## config.mk

```make
export PLATFORM = sky130hd
export DESIGN_NAME = frame_bank_scheduler
export DESIGN_NICKNAME = d
export VERILOG_FILES = /design/src/rtl/fb_pkg.sv /design/src/rtl/fb_bank_rotator.sv /design/src/rtl/frame_bank_scheduler.sv
export SDC_FILE = /design/constraint.sdc
export NUM_CORES = 1
export LEC_CHECK = 0
export BUFFER_PORTS_ARGS = -buffer_cell sky130_fd_sc_hd__buf_4
export CORE_UTILIZATION = 25
export DETAILED_ROUTE_END_ITERATION = 8
export PLACE_DENSITY = 0.5
export SLEW_MARGIN = 20
export SYNTH_ARGS = -nofsm -noshare
export SYNTH_HDL_FRONTEND = slang
export SYNTH_HIERARCHICAL = 1
export SYNTH_SLANG_ARGS = --single-unit
```

## constraint.sdc

```tcl
create_clock -name i_clk25m -period 4.7 [get_ports i_clk25m]
set_clock_uncertainty 0.05 [all_clocks]
set_input_delay 0.47 -clock i_clk25m [delete_from_list [all_inputs] [get_ports i_clk25m]]
set_output_delay 0.47 -clock i_clk25m [all_outputs]
set_load 0.1 [all_outputs]
```

## src/rtl/fb_pkg.sv

```systemverilog
// Shared types and constants for the frame-bank scheduler.
// Latency: n/a (package only).
// Backpressure: n/a (package only).
//
// The scalar defaults here describe the 640x480, 3:3:3 RGB build. Modules take
// them as parameter defaults so a smaller frame can be built for bring-up.
package fb_pkg;

  localparam int FRAME_PIXELS = 307200;
  localparam int PIX_W        = 9;
  localparam int IDX_W        = 19;
  localparam int ADDR_W       = 20;

  // Write-side framing state.
  typedef enum logic [0:0] {
    IDLE    = 1'b0,
    CAPTURE = 1'b1
  } wr_state_t;

  // One of the three frame banks in the shared BRAM.
  typedef logic [1:0] bank_t;

  // Bank ownership out of reset: camera writes bank 0, bank 1 is the spare,
  // bank 2 is scanned out (and flagged invalid until a real frame lands there).
  localparam bank_t BANK_W_RST = 2'd0;
  localparam bank_t BANK_P_RST = 2'd1;
  localparam bank_t BANK_R_RST = 2'd2;

  // Bank base addresses for the default frame size.
  localparam int BASE0 = 0;
  localparam int BASE1 = FRAME_PIXELS;
  localparam int BASE2 = 2 * FRAME_PIXELS;

endpackage

```

## src/rtl/fb_bank_rotator.sv

```systemverilog
// Triple-buffer bank ownership: rotates write/pending/read banks on publish and read swap.
// Latency: bank and base changes take effect at the edge that samples the pulse.
// Backpressure: none; a swap request with no pending frame is simply ignored.
//
// Ports:
//   clk_i, rst_ni  clock, async active-low reset
//   publish_i      write side finished a complete frame in the W bank
//   swap_i         display side is at its frame boundary and may take a new frame
//   w_base_o       registered base address of the write bank
//   r_base_o       registered base address of the read bank
//   skip_inc_o     a pending, never-displayed frame is being overwritten this cycle
//   rd_valid_o     the read bank has held a complete frame at least once since reset
module fb_bank_rotator
  import fb_pkg::*;
#(
  parameter int FRAME_PIXELS = fb_pkg::FRAME_PIXELS,
  parameter int ADDR_W       = fb_pkg::ADDR_W
) (
  input  logic              clk_i,
  input  logic              rst_ni,
  input  logic              publish_i,
  input  logic              swap_i,
  output logic [ADDR_W-1:0] w_base_o,
  output logic [ADDR_W-1:0] r_base_o,
  output logic              skip_inc_o,
  output logic              rd_valid_o
);

  // Bases are elaboration-time constants, so no multiplier is built.
  localparam logic [ADDR_W-1:0] B0_C = '0;
  localparam logic [ADDR_W-1:0] B1_C = ADDR_W'(FRAME_PIXELS);
  localparam logic [ADDR_W-1:0] B2_C = ADDR_W'(2 * FRAME_PIXELS);

  function automatic logic [ADDR_W-1:0] base_of(input bank_t b);
    case (b)
      2'd0:    base_of = B0_C;
      2'd1:    base_of = B1_C;
      default: base_of = B2_C;
    endcase
  endfunction

  bank_t             w_q, w_d, p_q, p_d, r_q, r_d;
  logic              pend_q, pend_d;
  logic              rd_valid_q, rd_valid_d;
  logic [ADDR_W-1:0] w_base_q, r_base_q;

  always_comb begin
    w_d        = w_q;
    p_d        = p_q;
    r_d        = r_q;
    pend_d     = pend_q;
    rd_valid_d = rd_valid_q;
    skip_inc_o = 1'b0;
    if (publish_i && swap_i) begin
      // The frame just finished goes straight to display; any older pending
      // frame falls back into the write slot unseen.
      r_d        = w_q;
      w_d        = p_q;
      p_d        = r_q;
      pend_d     = 1'b0;
      rd_valid_d = 1'b1;
      skip_inc_o = pend_q;
    end else if (publish_i) begin
      p_d        = w_q;
      w_d        = p_q;
      pend_d     = 1'b1;
      skip_inc_o = pend_q;
    end else if (swap_i && pend_q) begin
      r_d        = p_q;
      p_d        = r_q;
      pend_d     = 1'b0;
      rd_valid_d = 1'b1;
    end
  end

  always_ff @(posedge clk_i or negedge rst_ni) begin
    if (!rst_ni) begin
      w_q        <= BANK_W_RST;
      p_q        <= BANK_P_RST;
      r_q        <= BANK_R_RST;
      pend_q     <= 1'b0;
      rd_valid_q <= 1'b0;
      w_base_q   <= base_of(BANK_W_RST);
      r_base_q   <= base_of(BANK_R_RST);
    end else begin
      w_q        <= w_d;
      p_q        <= p_d;
      r_q        <= r_d;
      pend_q     <= pend_d;
      rd_valid_q <= rd_valid_d;
      w_base_q   <= base_of(w_d);
      r_base_q   <= base_of(r_d);
    end
  end

  assign w_base_o   = w_base_q;
  assign r_base_o   = r_base_q;
  assign rd_valid_o = rd_valid_q;

endmodule

```

## src/rtl/frame_bank_scheduler.sv

```systemverilog
// Triple-buffer scheduler between camera capture, the shared frame BRAM and VGA scan-out.
// Latency: camera pixel to BRAM write 1 cycle; VGA index to BRAM read address 0 cycles.
// Backpressure: none; pixels are taken every cycle, unframed or past-end pixels are dropped.
//
// Ports:
//   i_clk25m, i_rstn_clk25m           pixel clock, async active-low reset
//   i_wr_valid/_data/_sof/_eof        camera pixel stream with frame markers
//   o_wr_en/_addr/_data               BRAM write port (registered)
//   i_rd_frame_start                  VGA end-of-active-video pulse, the only safe swap point
//   i_rd_addr / o_rd_addr             in-bank read index / absolute BRAM read address
//   o_rd_frame_valid                  read bank holds a real frame (else VGA shows black)
//   o_frames_dropped/_skipped         saturating error/statistics counters
module frame_bank_scheduler
  import fb_pkg::*;
#(
  parameter int FRAME_PIXELS = fb_pkg::FRAME_PIXELS,
  parameter int PIX_W        = fb_pkg::PIX_W,
  parameter int IDX_W        = fb_pkg::IDX_W,
  parameter int ADDR_W       = fb_pkg::ADDR_W
) (
  input  logic              i_clk25m,
  input  logic              i_rstn_clk25m,
  input  logic              i_wr_valid,
  input  logic [PIX_W-1:0]  i_wr_data,
  input  logic              i_wr_sof,
  input  logic              i_wr_eof,
  output logic              o_wr_en,
  output logic [ADDR_W-1:0] o_wr_addr,
  output logic [PIX_W-1:0]  o_wr_data,
  input  logic              i_rd_frame_start,
  input  logic [IDX_W-1:0]  i_rd_addr,
  output logic [ADDR_W-1:0] o_rd_addr,
  output logic              o_rd_frame_valid,
  output logic [7:0]        o_frames_dropped,
  output logic [7:0]        o_frames_skipped
);

  // One spare bit so the pixel count can reach FRAME_PIXELS and park there.
  localparam int               CNT_W  = IDX_W + 1;
  localparam logic [CNT_W-1:0] FP_C   = CNT_W'(FRAME_PIXELS);
  localparam logic [CNT_W-1:0] LAST_C = CNT_W'(FRAME_PIXELS - 1);
  localparam logic [CNT_W-1:0] ONE_C  = CNT_W'(1);

  wr_state_t         state_q, state_d;
  logic [CNT_W-1:0]  cnt_q, cnt_d;
  logic              ovf_q, ovf_d;
  logic              wr_en_q, wr_en_d;
  logic [ADDR_W-1:0] wr_addr_q, wr_addr_d;
  logic [PIX_W-1:0]  wr_data_q, wr_data_d;
  logic [7:0]        drop_cnt_q, drop_cnt_d;
  logic [7:0]        skip_cnt_q, skip_cnt_d;
  logic [CNT_W-1:0]  idx;
  logic              publish, abort_drop, eof_drop;
  logic [8:0]        drop_sum;
  logic [ADDR_W-1:0] w_base, r_base;
  logic              skip_inc;
  logic              rd_valid;

  fb_bank_rotator #(
    .FRAME_PIXELS (FRAME_PIXELS),
    .ADDR_W       (ADDR_W)
  ) u_rotator (
    .clk_i      (i_clk25m),
    .rst_ni     (i_rstn_clk25m),
    .publish_i  (publish),
    .swap_i     (i_rd_frame_start),
    .w_base_o   (w_base),
    .r_base_o   (r_base),
    .skip_inc_o (skip_inc),
    .rd_valid_o (rd_valid)
  );

  always_comb begin
    state_d    = state_q;
    cnt_d      = cnt_q;
    ovf_d      = ovf_q;
    wr_en_d    = 1'b0;
    idx        = '0;
    publish    = 1'b0;
    abort_drop = 1'b0;
    eof_drop   = 1'b0;
    if (i_wr_valid) begin
      if (i_wr_sof) begin
        // A sof always restarts at index 0; if a frame was in flight it is lost.
        abort_drop = (state_q == CAPTURE);
        wr_en_d    = 1'b1;
        cnt_d      = ONE_C;
        ovf_d      = 1'b0;
        state_d    = CAPTURE;
        if (i_wr_eof) begin
          state_d  = IDLE;
          publish  = (FRAME_PIXELS == 1);
          eof_drop = (FRAME_PIXELS != 1);
        end
      end else if (state_q == CAPTURE) begin
        if (cnt_q < FP_C) begin
          wr_en_d = 1'b1;
          idx     = cnt_q;
          cnt_d   = cnt_q + ONE_C;
        end else begin
          // Never write past the bank end; remember so the frame gets dropped.
          ovf_d = 1'b1;
        end
        if (i_wr_eof) begin
          state_d  = IDLE;
          publish  = (cnt_q == LAST_C) && !ovf_q;
          eof_drop = !((cnt_q == LAST_C) && !ovf_q);
        end
      end
    end
  end

  // Address is formed from the W base as it stands before this edge, so the
  // eof pixel of a publishing frame still lands in its own bank.
  assign wr_addr_d = wr_en_d ? (w_base + ADDR_W'(idx)) : wr_addr_q;
  assign wr_data_d = wr_en_d ? i_wr_data : wr_data_q;

  // An abort and a 1-pixel drop can coincide, hence a 2-bit increment.
  assign drop_sum   = {1'b0, drop_cnt_q} + {8'd0, abort_drop} + {8'd0, eof_drop};
  assign drop_cnt_d = drop_sum[8] ? 8'hFF : drop_sum[7:0];
  assign skip_cnt_d = (skip_inc && (skip_cnt_q != 8'hFF)) ? (skip_cnt_q + 8'd1) : skip_cnt_q;

  always_ff @(posedge i_clk25m or negedge i_rstn_clk25m) begin
    if (!i_rstn_clk25m) begin
      state_q    <= IDLE;
      cnt_q      <= '0;
      ovf_q      <= 1'b0;
      wr_en_q    <= 1'b0;
      wr_addr_q  <= '0;
      wr_data_q  <= '0;
      drop_cnt_q <= '0;
      skip_cnt_q <= '0;
    end else begin
      state_q    <= state_d;
      cnt_q      <= cnt_d;
      ovf_q      <= ovf_d;
      wr_en_q    <= wr_en_d;
      wr_addr_q  <= wr_addr_d;
      wr_data_q  <= wr_data_d;
      drop_cnt_q <= drop_cnt_d;
      skip_cnt_q <= skip_cnt_d;
    end
  end

  assign o_wr_en          = wr_en_q;
  assign o_wr_addr        = wr_addr_q;
  assign o_wr_data        = wr_data_q;
  assign o_rd_addr        = r_base + ADDR_W'(i_rd_addr);
  assign o_rd_frame_valid = rd_valid;
  assign o_frames_dropped = drop_cnt_q;
  assign o_frames_skipped = skip_cnt_q;

endmodule

```

==> results of run 1 <==
## power by group through the flow
stage / Combinational (mW) / Sequential, mW / Clock (mW)
2_1_floorplan: 0.441 / 1.29 / 0
3_3_place_gp: 1.12 / 0.852 / 0
3_5_place_dp: 1.12 / 0.850 / 0
4_1_cts: 1.12 / 0.841 / 0.903
5_1_grt: 1.17 / 0.848 / 0.932
6_report: 1.12 / 0.840 / 0.878
## worst max-delay path, delay by kind of cell, from the launching register on
family / cells / cell delay [ps]
buf+inv: 1 / 300
fa+ha+maj: 1 / 260
simple gates: 3 / 690
flops: 1 / 420
compound gates: 4 / 750
## final cells by class
type	instances	share of cell area, %
clock inverters	5	1.77
multi-input cells	527	48.3
clock buffers	11	3.44
well taps	285	5.05
flip-flops and latches	82	29.2
inverters	21	1.12
repair buffers	105	11.2
## layout by cell type, fill, tap and decap left out, drive strengths merged, types with 21 or more instances in the layout
cell type and count:
inv 21, nand3 21, and2 21, a21oi 40
dfrtp 78, nand2 79, o21ai 29, xnor2 23
conb 26, xor2 28, ha 41, nor2 76
buf 105
## sequential cells by signal, indices dropped and copies added (netlist names), 3 cells and up
| signal | flops |
|---|---|
| cnt_q | 20 |
| o_frames_dropped | 8 |
| o_frames_skipped | 8 |
| o_wr_addr | 20 |
| o_wr_data | 9 |
| u_rotator/r_base_o | 3 |
| u_rotator/w_base_o | 3 |
## cell families (layout without fill, tap and decap cells)
kind of cell	Yosys count	count (layout)	share of synthesized area, %
AND/OR/NAND/NOR	257	257	21.2
flip-flops	82	82	35.7
buffers and inverters	69	142	7.04
multiplexers	9	9	1.61
other	1	26	0.0651
adder cells (fa/ha/maj)	44	44	9.95
AO/OA/AOI/OAI	140	140	16.7
XOR/XNOR	51	51	7.75
## metrics by stage
step / power, mW / setup WS (ps) / std cells / util [%]
after floorplan: 1.73 / 1210 / 678 / -
after global placement: 1.97 / 1530 / 1020 / 29.5
after detailed placement: 1.97 / 1500 / 1020 / 29.5
after CTS: 2.86 / 1420 / 1036 / 31.2
after global routing: 2.95 / 1190 / 1036 / 31.2
final: 2.83 / 1430 / 1036 / 31.2
## per-layer routing
layer  GRT usage (%)  routed length [um]
met1            14.3                6230
met2            19.3                6220
met3            2.09                 591
met4            5.19                 278
met5               0                   0
## worst paths after layout
path	endpoint	slack (ps)	start	cells past startpoint
setup reg to reg	o_wr_addr[19]$_DFFE_PN0P_	1490	cnt_q[12]$_DFFE_PN0P_	14
max in group asynchronous	o_frames_skipped[2]$_DFFE_PN0P_	3610	i_rstn_clk25m	2
min in group i_clk25m	state_q$_DFFE_PN0P_	260	i_wr_eof	2
hold / removal	o_frames_dropped[3]$_DFF_PN0_	80	i_rstn_clk25m	1
hold reg to reg	o_wr_data[7]$_DFFE_PN0P_	420	o_wr_data[7]$_DFFE_PN0P_	2
setup / recovery	o_rd_addr[19]	1430	u_rotator/r_base_o[18]$_DFF_PN0_	9
==> results.yml, run 1 <==
run_status:
  status: "completed"
placed_design:
  dp_hpwl_um: 10000
  postPlaceCellArea_um2: 6690
  numPortBuffers: 100
  gp_congestion: 0.845
die:
  initial_core_util_pct: 25.4
  io_pins: 101
  die_y_um: 154
  die_w_um: 154
  core_um2: 22600
  fp-row-count: 55
  dieArea_um2: 23700
final_layout:
  antenna_cells: 0
  layout-drive-gt1-share_pct: 18.8
  final_nets: 824
  multi_input_area_um2: 3410
  regArea_um2: 2060
  synthToLayoutAreaGrowth_pct: 22.5
  stdcell_area_um2: 7060
  num-fill-cells: 2429
global_routing:
  antenna_found_initial: 0
  grt_first_pass_wirelength_um: 21800
  grt_max_degree: 48
  grt_pass1_vias: 4443
  gr-total-overflow: 0
  groute.usage.overall_pct: 11.5
synthesis:
  ys_seq_area_share_pct: 35.7
  ys_top_cells_by_count: "78 x dfrtp_1, 78 x nand2_1, 76 x nor2_1, 41 x ha_1, 38 x a21oi_1"
  yosys.area.top_type_share_pct: 33.9
  synth_cells: 653
  synth.area.top_cells: "dfrtp_1 34%, ha_1 8.9%, nand2_1 5.1%, nor2_1 5.0%, buf_4 4.6%"
  yosysWarnings: 6
  synth_top_area_cell: "dfrtp_1"
  synth_edf_count: 0
  synthFlopType: "dfrtp_1"
  avgSynthCellArea_um2: 8.82
  ys_async_sr_fraction_pct: 100
  ys_types: 66
  synth_area_um2: 5760
  ys_ff_latch: 82
routing:
  via_per_inst: 4.53
  wirelength_um: 13300
  drt_iter0_markers: 144
  vias: 4688
  wl_per_cell_um: 12.9
  dr.pass1.iters: 4
  final_antenna_net_count: 0
  drc: 0
sta:
  maxSlewViolCount: 0
  tightest_slew_ps: 673
  finalSetupTns_ps: 0
  rsz0062_at_grt: "no"
  period_needed_ps: 3270
  hold_violations: 0
  fmax_mhz: 306
  slew_headroom_pct: 55.1
  holdWs_ps: 82.5
  setup_viol: 0
  min_period_over_period_pct: 69.5
worst_setup_path:
  crit_slowest_cell: "or4b_1"
  crit_chain: "ha_1 > a21o_1 > a21oi_1 > nor2b_1 > a211oi_2 > a21oi_2 > or4b_1 > nand3_1 > buf_4"
  path_max_fanout: 5
  critPathMaxStageDelay_ps: 500
  critPathLaunchType: "flop"
  cp-end-kind: "output pin"
  cp.required_ps: 4180
  critical_path_class: "reg2out"
  crit_arrival_ps: 2750
cts:
  hold_buffers: 0
  worst_skew_pair.late_latency_ps: 350
  tritoncts: "built"
  cts_buffers: 9
  ctsResizeCount: 0
  root_buffer: "clkbuf_16"
  cts_max_level: 3
  clock_path_buffers: 2
  clkSinkCount: 82
  cts_setup_buffers: 0
  path_clk_slew_ps: 60
power:
  p_int_mw: 1.60
  power_density_nw_per_um2: 402
  p_sw_share_pct: 43.4
  pwr-share-seq_pct: 29.6
  vdd_drop_max_v: 0.000471
  p_leak_nw: 3.44
  combPwrFrac_pct: 39.4
  power.net_switching_mw: 1.23
  clkPwrFrac_pct: 31.0
hold_path:
  hp-class: "in2async"
flow_run:
  cap_violations: 0
(Power assumes the default switching activity.)
==> run 2, diff against run 1 <==
--- a/config.mk
+++ b/config.mk
@@ -8,7 +8,7 @@
 export BUFFER_PORTS_ARGS = -buffer_cell sky130_fd_sc_hd__buf_4
 export CORE_UTILIZATION = 25
 export DETAILED_ROUTE_END_ITERATION = 8
-export PLACE_DENSITY = 0.5
+export PLACE_DENSITY = 0.51
 export SLEW_MARGIN = 20
 export SYNTH_ARGS = -nofsm -noshare
 export SYNTH_HDL_FRONTEND = slang
==> constraint.sdc (replaced) <==
create_clock -name i_clk25m -period 2.8 [get_ports i_clk25m]
set_clock_uncertainty 0.05 [all_clocks]
set_input_delay 0.28 -clock i_clk25m [delete_from_list [all_inputs] [get_ports i_clk25m]]
set_output_delay 0.28 -clock i_clk25m [all_outputs]
set_load 0.1 [all_outputs]
==> run 2 against run 1 <==
  * The flow now finishes with violations (setup timing)
  * Core utilization is 2.6 points higher
  * Setup slack worse by 1500 ps
  * Highest routed layer unchanged
  * Clock power is 37% higher
  * Register-to-register slack worse by 1400 ps
  * Worst hold slack worse by 3.4 ps
  * Final area is 8.2% higher
==> results.yml, run 2 (same netlist as run 1, synthesis figures left out) <==
global_routing:
  grt_first_pass_wirelength_um: 23000
  gr-total-overflow: 0
  grt_max_degree: 51
  grt_pass1_vias: 4838
  groute.usage.overall_pct: 12.1
  antenna_found_initial: 0
worst_setup_path:
  crit_slowest_cell: "dfstp_2"
  cp.required_ps: 2470
  critical_path_buf_inv_count: 1
  crit_family: "simple AND/OR/NAND/NOR gates"
  crit_chain: "ha_1 > nor2b_1 > a211oi_2 > a21boi_2 > or4b_4 > nand3_4 > buf_12"
  crit_arrival_ps: 2520
  critPathLaunchType: "flop"
  cp-end-kind: "output pin"
  critical_path_class: "reg2out"
  critPathMaxStageDelay_ps: 550
  path_max_fanout: 3
routing:
  final_antenna_net_count: 0
  vias: 4878
  wirelength_um: 13800
  wl_per_cell_um: 12.8
  drt_iter0_markers: 115
  via_per_inst: 4.52
  drc: 0
  dr.pass1.iters: 4
sta:
  finalSetupTns_ps: -73.8
  min_period_over_period_pct: 102
  holdWs_ps: 79.1
  fmax_mhz: 351
  slew_headroom_pct: 55.0
  rsz0062_at_grt: "yes"
  period_needed_ps: 2850
  worst_slack_ps: -47.4
  tightest_slew_ps: 674
  hold_violations: 0
  maxSlewViolCount: 0
  setup_viol: 2
cts:
  path_clk_slew_ps: 60
  root_buffer: "clkbuf_16"
  cts_max_level: 3
  clock_path_buffers: 2
  tritoncts: "built"
  cts_buffers: 9
  clkSinkCount: 82
  worst_skew_pair.late_latency_ps: 340
final_layout:
  layout-drive-gt1-share_pct: 27.9
  antenna_cells: 0
  layout_commonest_cell: "buf_4"
  num-fill-cells: 2399
  fin_cells: 1080
  most-common-layout-cells: "141 x buf_4, 78 x nand2_1, 78 x dfrtp_1"
  final_nets: 868
  final_util_pct: 33.7
  synthToLayoutAreaGrowth_pct: 32.5
  stdcell_area_um2: 7630
power:
  vdd_drop_max_v: 0.000658
  power_density_nw_per_um2: 597
  p_leak_nw: 3.67
  total_power_mw: 4.56
run_status:
  status: "finished, violations left"
  violations: "setup timing"
placed_design:
  dp_cells: 1055
  numPortBuffers: 100
  postPlaceCellArea_um2: 7030
  gp_congestion: 0.865
  dp_hpwl_um: 10700
  dp_worst_setup_slack_ps: -1.74
die:
  core_um2: 22600
  fp-row-count: 55
  io_pins: 101
  initial_core_util_pct: 25.4
  dieArea_um2: 23700
  die_y_um: 154
  die_w_um: 154
flow_run:
  cap_violations: 0
hold_path:
  hp-class: "in2reg"
==> run 2: repair_timing <==
action,CTS,global route
pin swaps,7,26
setup endpoints to repair,9,17
buffers inserted,3,5
endpoints found under the hold margin,48,0
gates cloned,0,0
resized for setup,16,32
hold buffers,1,0
==> run 2: report_power, final <==
group | switching, mW | internal (mW) | leakage (nW) | total [mW]
combinational | 1.49 | 0.459 | 2.47 | 1.95
sequential | 0.103 | 1.30 | 1.06 | 1.41
clock | 0.457 | 0.739 | 0.147 | 1.20
==> run 2: path summary, 6_finish.rpt <==
check                                                  from                               end  slack [ps]  depth (start not counted)
max                        u_rotator/r_base_o[16]$_DFF_PN1_                     o_rd_addr[17]         -50                          7
min                                                i_wr_eof               state_q$_DFFE_PN0P_          80                          2
max reg2reg                           cnt_q[13]$_DFFE_PN0P_         o_wr_addr[18]$_DFFE_PN0P_          70                         14
min reg2reg                        o_wr_addr[1]$_DFFE_PN0P_          o_wr_addr[1]$_DFFE_PN0P_         410                          2
max in group asynchronous                     i_rstn_clk25m  u_rotator/r_base_o[16]$_DFF_PN1_        1530                          3
min in group asynchronous                     i_rstn_clk25m     o_frames_dropped[4]$_DFF_PN0_         480                          2
==> run 2: layout make-up <==
type | instances | area (um2) | area share, %
repair buffers | 149 | 1190 | 15.6
well taps | 285 | 357 | 4.67
clock buffers | 14 | 264 | 3.46
clock inverters | 2 | 35.0 | 0.459
flip-flops and latches | 82 | 2060 | 26.9
multi-input cells | 527 | 3650 | 47.8
inverters | 21 | 78.8 | 1.03
==> run 2: worst reg2reg max path, cell delays in order, from the launching register on <==
cell and delay (ps):
dfrtp_1 380, buf_6 120, a21oi_4 120, o21ai_2 80, a211o_1 360, nor2_4 170, and2_4 170, ha_4 210
a21oi_4 130, o21a_1 170, buf_4 110, o21ai_0 70, o211ai_1 120, mux2i_1 210, o311ai_1 110
==> run 2: layer usage <==
layer | share of wire [%] | GRT usage [%] | vias to the layer above
met5 | 0 | 0 | -
met4 | 1.6 | 5.14 | 0
met3 | 4.3 | 2.00 | 15
met2 | 47 | 20.3 | 100
met1 | 47 | 15.2 | 2270
li1 | - | - | 2493
==> run 3, diff against run 2 <==
--- a/config.mk
+++ b/config.mk
@@ -6,6 +6,7 @@
 export NUM_CORES = 1
 export LEC_CHECK = 0
 export BUFFER_PORTS_ARGS = -buffer_cell sky130_fd_sc_hd__buf_4
+export CORE_MARGIN = 4
 export CORE_UTILIZATION = 25
 export DETAILED_ROUTE_END_ITERATION = 8
 export PLACE_DENSITY = 0.51
==> run 3 against run 2 <==
  * Setup slack gained 46 ps
  * Sequential share of layout area is 0.30 points higher
  * Maximum frequency rose by 1.6%
  * Largest power group unchanged
  * Non-clock buffer count is 5 lower
  * The run still ends with setup timing left
  * Via count is 0.49% lower
  * Die area increased by 8.0%
  * Register-to-register slack improved by 60 ps
==> results.yml, run 3 (same netlist as run 1, synthesis figures left out) <==
cts:
  cts_max_level: 3
  clock_path_buffers: 2
  clkSinkCount: 82
  cts_buffers: 9
  root_buffer: "clkbuf_16"
  path_clk_slew_ps: 70
  worst_skew_pair.late_latency_ps: 350
  tritoncts: "built"
sta:
  hold_violations: 0
  worst_slack_ps: -1.38
  rsz0062_at_grt: "yes"
  fmax_mhz: 357
  maxSlewViolCount: 0
  tightest_slew_ps: 578
  finalSetupTns_ps: -1.38
  period_needed_ps: 2800
  holdWs_ps: 73.2
  min_period_over_period_pct: 100
  slew_headroom_pct: 61.1
  setup_viol: 1
power:
  combPwrFrac_pct: 42.6
  p_sw_share_pct: 45.7
  pwr-share-seq_pct: 30.7
  total_power_mw: 4.61
  clkPwrFrac_pct: 26.7
  power_density_nw_per_um2: 610
  p_int_mw: 2.50
  vdd_drop_max_v: 0.000934
  p_leak_nw: 3.65
  power.net_switching_mw: 2.10
global_routing:
  gr-total-overflow: 0
  grt_pass1_vias: 4792
  groute.usage.overall_pct: 11.1
  grt_max_degree: 83
  grt_first_pass_wirelength_um: 23600
  antenna_found_initial: 0
flow_run:
  cap_violations: 0
routing:
  drc: 0
  drt_iter0_markers: 174
  final_antenna_net_count: 0
  vias: 4854
  dr.pass1.iters: 4
  via_per_inst: 4.52
  wl_per_cell_um: 13.3
  wirelength_um: 14300
die:
  die_w_um: 160
  die_y_um: 160
  core_um2: 22600
  fp-row-count: 55
  initial_core_util_pct: 25.4
  dieArea_um2: 25500
  io_pins: 101
worst_setup_path:
  critPathLaunchType: "flop"
  critical_path_buf_inv_count: 1
  critPathMaxStageDelay_ps: 510
  critPathLaunch: "u_rotator/r_base_o[18]$_DFF_PN0_"
  cp-end-kind: "output pin"
  cp.required_ps: 2470
  r2r_end: "o_wr_addr[18]$_DFFE_PN0P_"
  crit_arrival_ps: 2470
  crit_family: "compound AO/OA/AOI/OAI gates"
  crit_cells: 9
  path_max_fanout: 3
  reg2reg_from: "cnt_q[13]$_DFFE_PN0P_"
  r2r_cells: 12
  r2r_setup_slack_ps: 130
  crit_slowest_cell: "or4b_4"
  crit_chain: "ha_2 > a21o_1 > a21oi_2 > nor2b_1 > a211oi_2 > a21boi_2 > or4b_4 > nand3_4 > buf_12"
  critical_path_class: "reg2out"
hold_path:
  holdCritStartpoint: "i_wr_eof"
  hp-class: "in2reg"
  holdPathEnd: "state_q$_DFFE_PN0P_"
  worstHoldPathCells: 2
placed_design:
  dp_cells: 1051
  gp_congestion: 0.826
  postPlaceCellArea_um2: 7000
  numPortBuffers: 100
  dp_hpwl_um: 10700
  dp_worst_setup_slack_ps: 33.6
run_status:
  violations: "setup timing"
  status: "finished, violations left"
final_layout:
  layout_commonest_cell: "buf_4"
  most-common-layout-cells: "135 x buf_4, 78 x nand2_1, 78 x dfrtp_1"
  stdcell_area_um2: 7550
  antenna_cells: 0
  final_nets: 863
  fin_cells: 1075
  synthToLayoutAreaGrowth_pct: 31.0
  final_util_pct: 33.3
  layout-drive-gt1-share_pct: 26.6
  num-fill-cells: 2374
[run 3: power by group through the flow]
stage / sequential (mW) / clock, mW / combinational [mW]
floorplan: 2.17 / 0 / 0.748
global placement: 1.43 / 0 / 1.92
detailed placement: 1.42 / 0 / 1.93
CTS: 1.41 / 1.27 / 1.95
global route: 1.43 / 1.32 / 2.06
finish: 1.41 / 1.23 / 1.96
[run 3: worst max path at each step]
stage | end | slack (ps)
after floorplan | o_wr_addr[18]$_DFFE_PN0P_ | 5
after global placement | o_frames_dropped[1]$_DFF_PN0_ | 40
after detailed placement | o_frames_dropped[1]$_DFF_PN0_ | 30
after CTS | o_rd_addr[19] | 5
after global routing | o_rd_addr[17] | -100
final | o_rd_addr[17] | -1
[run 3: worst reg2reg max path, delay by kind of cell, from the launching register on]
| family | cells | cell delay [ps] |
|---|---|---|
| adder cells (fa/ha/maj) | 1 | 260 |
| AND/OR/NAND/NOR | 2 | 300 |
| AO/OA/AOI/OAI | 7 | 1210 |
| multiplexers | 1 | 220 |
| buffers and inverters | 1 | 140 |
| flip-flops | 1 | 370 |
[run 3: layer usage]
layer	GRT usage [%]	routed length [um]	vias to the layer above	share of wire (%)
li1	-	-	2496	-
met1	15.1	7030	2229	49
met2	17.6	6400	115	45
met3	2.14	644	14	4.5
met4	3.99	213	0	1.5
met5	0	0	-	0
[run 3: layout make-up]
class,count,area [um2],area share [%]
Multi-Input combinational cell,527,3600,47.7
Inverter,21,78.8,1.04
Tap cell,285,357,4.72
Sequential cell,82,2060,27.3
Timing Repair Buffer,144,1150,15.2
Clock buffer,12,256,3.40
Clock inverter,4,50.0,0.663
[run 3: timing repair]
item | 4_1_cts | 5_1_grt
endpoints found under the setup margin | 3 | 19
setup buffers | 3 | 4
endpoints found under the hold margin | 78 | 0
gates resized for setup | 13 | 26
pin swaps | 8 | 15
hold buffers | 1 | 0
